--- config.mk ---
export PLATFORM = sky130hd
export DESIGN_NAME = hazard_scoreboard
export DESIGN_NICKNAME = d
export VERILOG_FILES = /design/src/rtl/hazard_scoreboard.sv
export SDC_FILE = /design/constraint.sdc
export NUM_CORES = 1
export LEC_CHECK = 0
export BUFFER_PORTS_ARGS = -buffer_cell sky130_fd_sc_hd__buf_2
export CORE_MARGIN = 2
export CORE_UTILIZATION = 60
export DETAILED_ROUTE_END_ITERATION = 16
export GPL_ROUTABILITY_DRIVEN = 0
export GPL_TIMING_DRIVEN = 0
export MAX_ROUTING_LAYER = met4
export PLACE_DENSITY = 0.78
export RECOVER_POWER = 25
export SKIP_CTS_REPAIR_TIMING = 1
export SLEW_MARGIN = 15
export SYNTH_ARGS = -nofsm -noshare
export SYNTH_HDL_FRONTEND = slang
export SYNTH_SLANG_ARGS = --single-unit
export TNS_END_PERCENT = 5
--- constraint.sdc ---
create_clock -name clk -period 7.9 [get_ports clk]
set_input_delay 1.58 -clock clk [delete_from_list [all_inputs] [get_ports clk]]
set_output_delay 1.58 -clock clk [all_outputs]
set_load 0.02 [all_outputs]
--- src/rtl/hazard_scoreboard.sv ---
// Issue-stage hazard scoreboard: per-register countdowns for RAW/WAW plus mult/div occupancy.
// Define HAZARD_STALL_STAT_EN to build the stall statistics counters.
module hazard_scoreboard #(
  parameter int unsigned REG_NUM  = 32,
  parameter int unsigned ADDR_W   = 5,
  parameter int unsigned LOAD_LAT = 3,
  parameter int unsigned MD_LAT   = 8,
  parameter int unsigned CNT_W    = 4
) (
  input  logic              clk,
  input  logic              rst,
  input  logic              id_valid,
  input  logic [ADDR_W-1:0] id_rs,
  input  logic [ADDR_W-1:0] id_rt,
  input  logic              id_use_rs,
  input  logic              id_use_rt,
  input  logic              id_wen,
  input  logic [ADDR_W-1:0] id_waddr,
  input  logic [1:0]        id_class,
  input  logic              flush,
  output logic              stall,
  output logic              md_busy,
  output logic [31:0]       stall_cnt,
  output logic [31:0]       raw_stall_cnt
);

  localparam int unsigned NumSlots = 2 ** ADDR_W;
  localparam int unsigned MaxLat   = (LOAD_LAT > MD_LAT) ? LOAD_LAT : MD_LAT;

  localparam logic [1:0] ClassLoad = 2'd1;
  localparam logic [1:0] ClassMd   = 2'd2;

  localparam logic [CNT_W-1:0] LoadLatC = CNT_W'(LOAD_LAT);
  localparam logic [CNT_W-1:0] MdLatC   = CNT_W'(MD_LAT);
  localparam logic [CNT_W-1:0] OneC     = CNT_W'(1);

  if (MaxLat > (2 ** CNT_W) - 1) begin : g_cnt_w_check
    $error("CNT_W cannot hold max(LOAD_LAT, MD_LAT)");
  end
  if (REG_NUM > NumSlots) begin : g_addr_w_check
    $error("REG_NUM exceeds 2**ADDR_W");
  end

  // One slot per encodable address; slot 0 and slots >= REG_NUM stay zero.
  logic [CNT_W-1:0] cnt_q [NumSlots];
  logic [CNT_W-1:0] cnt_d [NumSlots];
  logic [CNT_W-1:0] md_cnt_q, md_cnt_d;
  logic [CNT_W-1:0] id_lat;

  logic rs_hit, rt_hit;
  logic raw_hazard, struct_hazard, waw_hazard;
  logic issue;

  always_comb begin
    unique case (id_class)
      ClassLoad: id_lat = LoadLatC;
      ClassMd:   id_lat = MdLatC;
      default:   id_lat = '0;
    endcase
  end

  assign rs_hit        = id_use_rs && (id_rs != '0) && (cnt_q[id_rs] != '0);
  assign rt_hit        = id_use_rt && (id_rt != '0) && (cnt_q[id_rt] != '0);
  assign raw_hazard    = rs_hit || rt_hit;
  assign struct_hazard = (id_class == ClassMd) && (md_cnt_q != '0);
  // A younger writer may not land before an older, slower writer of the same register.
  assign waw_hazard    = id_wen && (id_waddr != '0) && (cnt_q[id_waddr] > id_lat);

  assign stall   = id_valid && !flush && (raw_hazard || struct_hazard || waw_hazard);
  assign issue   = id_valid && !flush && !stall;
  assign md_busy = (md_cnt_q != '0);

  always_comb begin
    for (int unsigned r = 0; r < NumSlots; r++) begin
      cnt_d[r] = '0;
      if ((r != 0) && (r < REG_NUM)) begin
        if (issue && id_wen && (32'(id_waddr) == r)) begin
          cnt_d[r] = id_lat;
        end else if (cnt_q[r] != '0) begin
          cnt_d[r] = cnt_q[r] - OneC;
        end
      end
    end
  end

  always_comb begin
    md_cnt_d = '0;
    if (issue && (id_class == ClassMd)) begin
      md_cnt_d = MdLatC;
    end else if (md_cnt_q != '0) begin
      md_cnt_d = md_cnt_q - OneC;
    end
  end

  always_ff @(posedge clk) begin
    if (rst) begin
      for (int unsigned r = 0; r < NumSlots; r++) begin
        cnt_q[r] <= '0;
      end
      md_cnt_q <= '0;
    end else begin
      for (int unsigned r = 0; r < NumSlots; r++) begin
        cnt_q[r] <= cnt_d[r];
      end
      md_cnt_q <= md_cnt_d;
    end
  end

`ifdef HAZARD_STALL_STAT_EN
  logic [31:0] stall_cnt_q, raw_stall_cnt_q;

  always_ff @(posedge clk) begin
    if (rst) begin
      stall_cnt_q     <= '0;
      raw_stall_cnt_q <= '0;
    end else begin
      if (stall) begin
        stall_cnt_q <= stall_cnt_q + 32'd1;
      end
      if (stall && raw_hazard) begin
        raw_stall_cnt_q <= raw_stall_cnt_q + 32'd1;
      end
    end
  end

  assign stall_cnt     = stall_cnt_q;
  assign raw_stall_cnt = raw_stall_cnt_q;
`else
  assign stall_cnt     = '0;
  assign raw_stall_cnt = '0;
`endif

endmodule

* After elaboration in Yosys (flattened, before gate mapping)
Memory sizes are Yosys's and may differ from the RTL's. Cells that the tools add are included.
Operators by class: add/sub/neg operators 32, magnitude comparators 1, equality and inequality tests 33, muxes and demuxes 100, bitwise logic cells 33, reduce and logical (&&, ||, !) cells 86
Operator list (count):
- 2-to-1 mux 4 bit | 96
- nonzero test 4 bit | 34
- subtractor 4 x 1 -> 4 bit (second input constant) | 32
- == test 5 bit (second input constant) | 16
- logical AND 1 bit | 43
- == test 5 x 4 -> 1 bit (second input constant) | 8
- OR 1 bit | 32
- == test 5 x 3 -> 1 bit (second input constant) | 4
- nonzero test 5 bit | 3
- == test 5 x 2 -> 1 bit (second input constant) | 2
- one-hot mux 4 bit (2 select lines) | 1
- == test 5 x 1 -> 1 bit (second input constant) | 1
- greater-than comparator 4 bit | 1
- logical OR 1 bit | 3
- 2-to-1 mux 1 bit | 3
- OR reduction 3 bit | 1
- == test 2 x 1 -> 1 bit (second input constant) | 1
- == test 2 bit (second input constant) | 1
- zero test 1 bit | 2
- NOT 1 bit | 1
Storage, ports and cells: register bits after elaboration 4, RAM bits 128, logic and storage cells 288, memories kept 1
Memories:
- cnt_q | depth 32, width 4, read ports 34, clocked after memory_dff 0, write ports 32, RTL line 45 | logic [CNT_W-1:0] cnt_q [NumSlots];

* Logic depth before layout (Yosys ltp)
depth after elaboration 13, mapped depth 18, gate-level depth less buffers 14

* Least setup slack after synthesis
Ideal clock, no wire load.
path kind input port to output port, from input port id_waddr[0], to output port stall, data arrival time 5.455 ns, required time 6.320 ns, setup slack 0.865 ns, stages 15, buffers on the path 3, cell sequence buf_2 -> clkbuf_1 -> buf_1 -> mux4_2 -> mux4_2 -> nor2_1 -> nor2_1 -> ha_1 -> nor2b_1 -> o31ai_1 -> nand3_1 -> a221oi_1 -> nor3_1 -> nor3_2 -> a21boi_0
Between the ends: cells in the longest elaborated chain, start to end 5
Ends and longest elaborated chain:
- start: declaration | RTL line 18 | input logic [ADDR_W-1:0] id_waddr,
- memory (32 x 4 bit) or nonzero test 5 bit (tied branches)
- greater-than comparator 4 bit or logical AND 1 bit (tied branches) | RTL line 67 | assign waw_hazard = id_wen && (id_waddr != '0) && (cnt_q[id_waddr] > id_lat);
- logical AND 1 bit (*) | RTL line 67
- logical OR 1 bit (*) | RTL line 69 | assign stall = id_valid && !flush && (raw_hazard || struct_hazard || waw_hazard);
- logical AND 1 bit (*) | RTL line 69
- end: declaration | RTL line 21 | output logic stall,
Every way passes the cells marked *; elsewhere a longest branch is shown, timed or not.

* Worst setup path in the final report
from input port id_waddr[1], to output port stall
Same word-level chain as after synthesis.

==> results.json <==
{
  "critPathTopFamily": "buffers and inverters",
  "power_uw": 1776,
  "vias": 8002,
  "max_freq_mhz": 131.9,
  "dp_hpwl_um": 18030,
  "die_w_um": 124.6,
  "cts_tree": "done",
  "drive_gt1_share_pct": 28.29,
  "rsz0062_at_grt": "false",
  "fillers": 1167,
  "layout.nets": 1079,
  "whs_ns": 0.4486,
  "n_antenna_cell": 0,
  "fin_ws_ns": 0.3189,
  "worst_path_max_delay_cell": "clkbuf_1",
  "grt_usage_pct": 33.94,
  "grt_start_max_net_pins": 17,
  "worstPathRequired_ns": 6.32,
  "dpl_worst_slack_ns": -0.3293,
  "cts_buffers": 17,
  "worstHoldStart": "md_cnt_q[0]$_SDFF_PP0_",
  "drc": 0,
  "wire_per_inst_um": 20.54,
  "first_global_vias": 7213,
  "synth-async-reset-ratio_pct": 0,
  "power_per_cell_area_mw_per_mm2": 181.6,
  "setup_violations": 0,
  "cp-start-kind": "input port",
  "end_kind": "primary output",
  "r2r_cells": 15,
  "final_common_cell": "dfxtp_1",
  "min_path_cells": 1,
  "cp_max_fo": 10,
  "io_pins": 90,
  "r2r-end": "cnt_q[11][3]$_SDFF_PP0_",
  "finalClockSkew_ns": 0.009567,
  "overflow": 0,
  "clock-sinks": 128,
  "reg2reg_from": "cnt_q[14][1]$_SDFF_PP0_",
  "finalMaxSlewViolations": 0,
  "max-vdd-ir-drop_v": 0.0002126,
  "drt-initial-drc-count": 1061,
  "rows": 44,
  "area_delta_synth_final_pct": 12.08,
  "status": "completed",
  "grt_pass1_wl_um": 39990,
  "final_cell_mix": "dfxtp_1, nor2_1, nor3_1",
  "p_leak_uw": 0.004029,
  "clkTransAtPathRegs_ns": 0.06,
  "maxSlewHeadroom_pct": 29.20,
  "min_period_ns": 7.581,
  "path_cells": "clkbuf_2 > clkbuf_1 > clkbuf_2 > mux4_2 > mux4_2 > nor2_1 > nor2_1 > ha_1 > nor2b_1 > o31ai_1 > nand3_1 > a221oi_1 > nor3_1 > nor3_2 > a21boi_0 > buf_2",
  "slowest_delay_ns": 0.52,
  "synthCells": 950,
  "synth_area_leaders": "dfxtp_1, mux2_2, mux4_2",
  "firstDrtPassIters": 5,
  "yosys.cell_types.count": 61,
  "rrSetupSlack_ns": 3.20,
  "synth_warnings": 0,
  "synth_area_mm2": 0.008725,
  "antenna_found_initial": 0,
  "cts_buffer_depth": 2,
  "clock_latency_ns": 0.44,
  "synth_edf_count": 0,
  "cts_root_buf": "clkbuf_16",
  "ant_nets": 0,
  "finalHoldViolations": 0,
  "io_buffer_count": 20,
  "initial_core_util_pct": 60.72,
  "worstMarginPinSlew_ns": 1.047,
  "synth.ff_latch_count": 128,
  "dieArea_mm2": 0.01552,
  "syn_area_per_cell_um2": 9.184,
  "drv_cap": 0,
  "holdCritPathClass": "reg -> reg",
  "synth_top_area_share_pct": 29.37,
  "path_depth": 16,
  "crit_arrival_ns": 6.00,
  "core_area_mm2": 0.01437,
  "yosysSeqAreaShare_pct": 29.37,
  "period_share_pct": 95.96,
  "synthFlopType": "dfxtp_1",
  "cp.buffers_inverters": 4,
  "die_h_um": 124.6,
  "holdPathEnd": "md_cnt_q[0]$_SDFF_PP0_",
  "yosysTopAreaCell": "dfxtp_1",
  "wirelength_um": 25640,
  "avgViaCountPerCell": 6.412,
  "crit_type": "in -> out",
  "htreeDepth": 4
}
-- cells by family after synthesis --
kind of cell	Yosys count	share of synthesized area [%]
mux	165	26.56
fa+ha+maj	4	0.5737
compound gates	130	9.035
other cells	1	0.04298
simple gates	395	25.66
flops	128	29.37
xor+xnor	3	0.3012
buf+inv	124	8.461
-- per-layer routing --
layer  wire length [µm]  part of all wire, %  vias up  GRT usage [%]
met5                  0                    0        -              -
met4               1408                  5.5        0          17.71
met3               2706                   11      122          8.333
met2              11370                   44      511          50.95
met1              10150                   40     3741          42.55
li1                   -                    -     3628              -
-- metrics by stage --
| stage | instance area [µm²] | utilization, % | instances | setup TNS, ns |
|---|---|---|---|---|
| after floorplan | 8961 | - | 1013 | 0 |
| after global placement | 9291 | 64.66 | 1217 | -0.2041 |
| after detailed placement | 9291 | 64.66 | 1217 | -0.3293 |
| after CTS | 9930 | 69.10 | 1249 | -0.3417 |
| after global routing | 9778 | 68.05 | 1248 | 0 |
| final | 9778 | 68.05 | 1248 | 0 |
-- power by group --
part | switching (µW) | internal (µW) | total [µW] | leakage, µW
Clock | 310 | 544 | 855 | 0.000309
Sequential | 12.1 | 658 | 670 | 0.00103
Combinational | 162 | 89.1 | 251 | 0.00269
-- sequential cells by signal (all words and copies together), names as in the netlist --
signal    flops
md_cnt_q      4
cnt_q       124
-- final cells by class --
| cell class | instances | area, µm² | area share, % |
|---|---|---|---|
| Sequential cell | 128 | 2562 | 26.21 |
| Multi-Input combinational cell | 761 | 5510 | 56.35 |
| Clock buffer | 19 | 452.9 | 4.632 |
| Buffer | 112 | 698.2 | 7.140 |
| Inverter | 11 | 41.29 | 0.4223 |
| Timing Repair Buffer | 20 | 97.59 | 0.9981 |
| Clock inverter | 13 | 185.2 | 1.894 |
| Tap cell | 184 | 230.2 | 2.354 |
-- cells in the mapped netlist (3+ instances only) --
library cell,instances
a21oi_1,52
nor4_2,7
dfxtp_1,128
mux2i_1,20
xor2_1,3
and2_1,6
nor3_2,11
nor3_1,96
mux2_2,101
or2_2,15
buf_4,65
nand2_1,40
o21ai_0,31
nand4_1,6
nor3b_1,18
buf_2,5
o31ai_1,18
a22o_1,3
clkbuf_1,36
nor4_4,8
nand3b_1,3
nand2b_1,5
nor4_1,32
ha_1,4
or3_1,4
nand3_1,10
nor2b_1,17
buf_6,3
mux4_2,43
inv_1,9
buf_1,4
a211oi_1,4
nor2_1,106
-- how the worst max path moves through the flow --
stage	end	startpoint
2_1_floorplan	stall	id_waddr[0]
3_3_place_gp	stall	id_waddr[0]
3_5_place_dp	stall	id_waddr[0]
4_1_cts	stall	id_waddr[0]
5_1_grt	stall	id_waddr[0]
6_report	stall	id_waddr[1]
No activity file was read; power rests on OpenSTA's default activity.
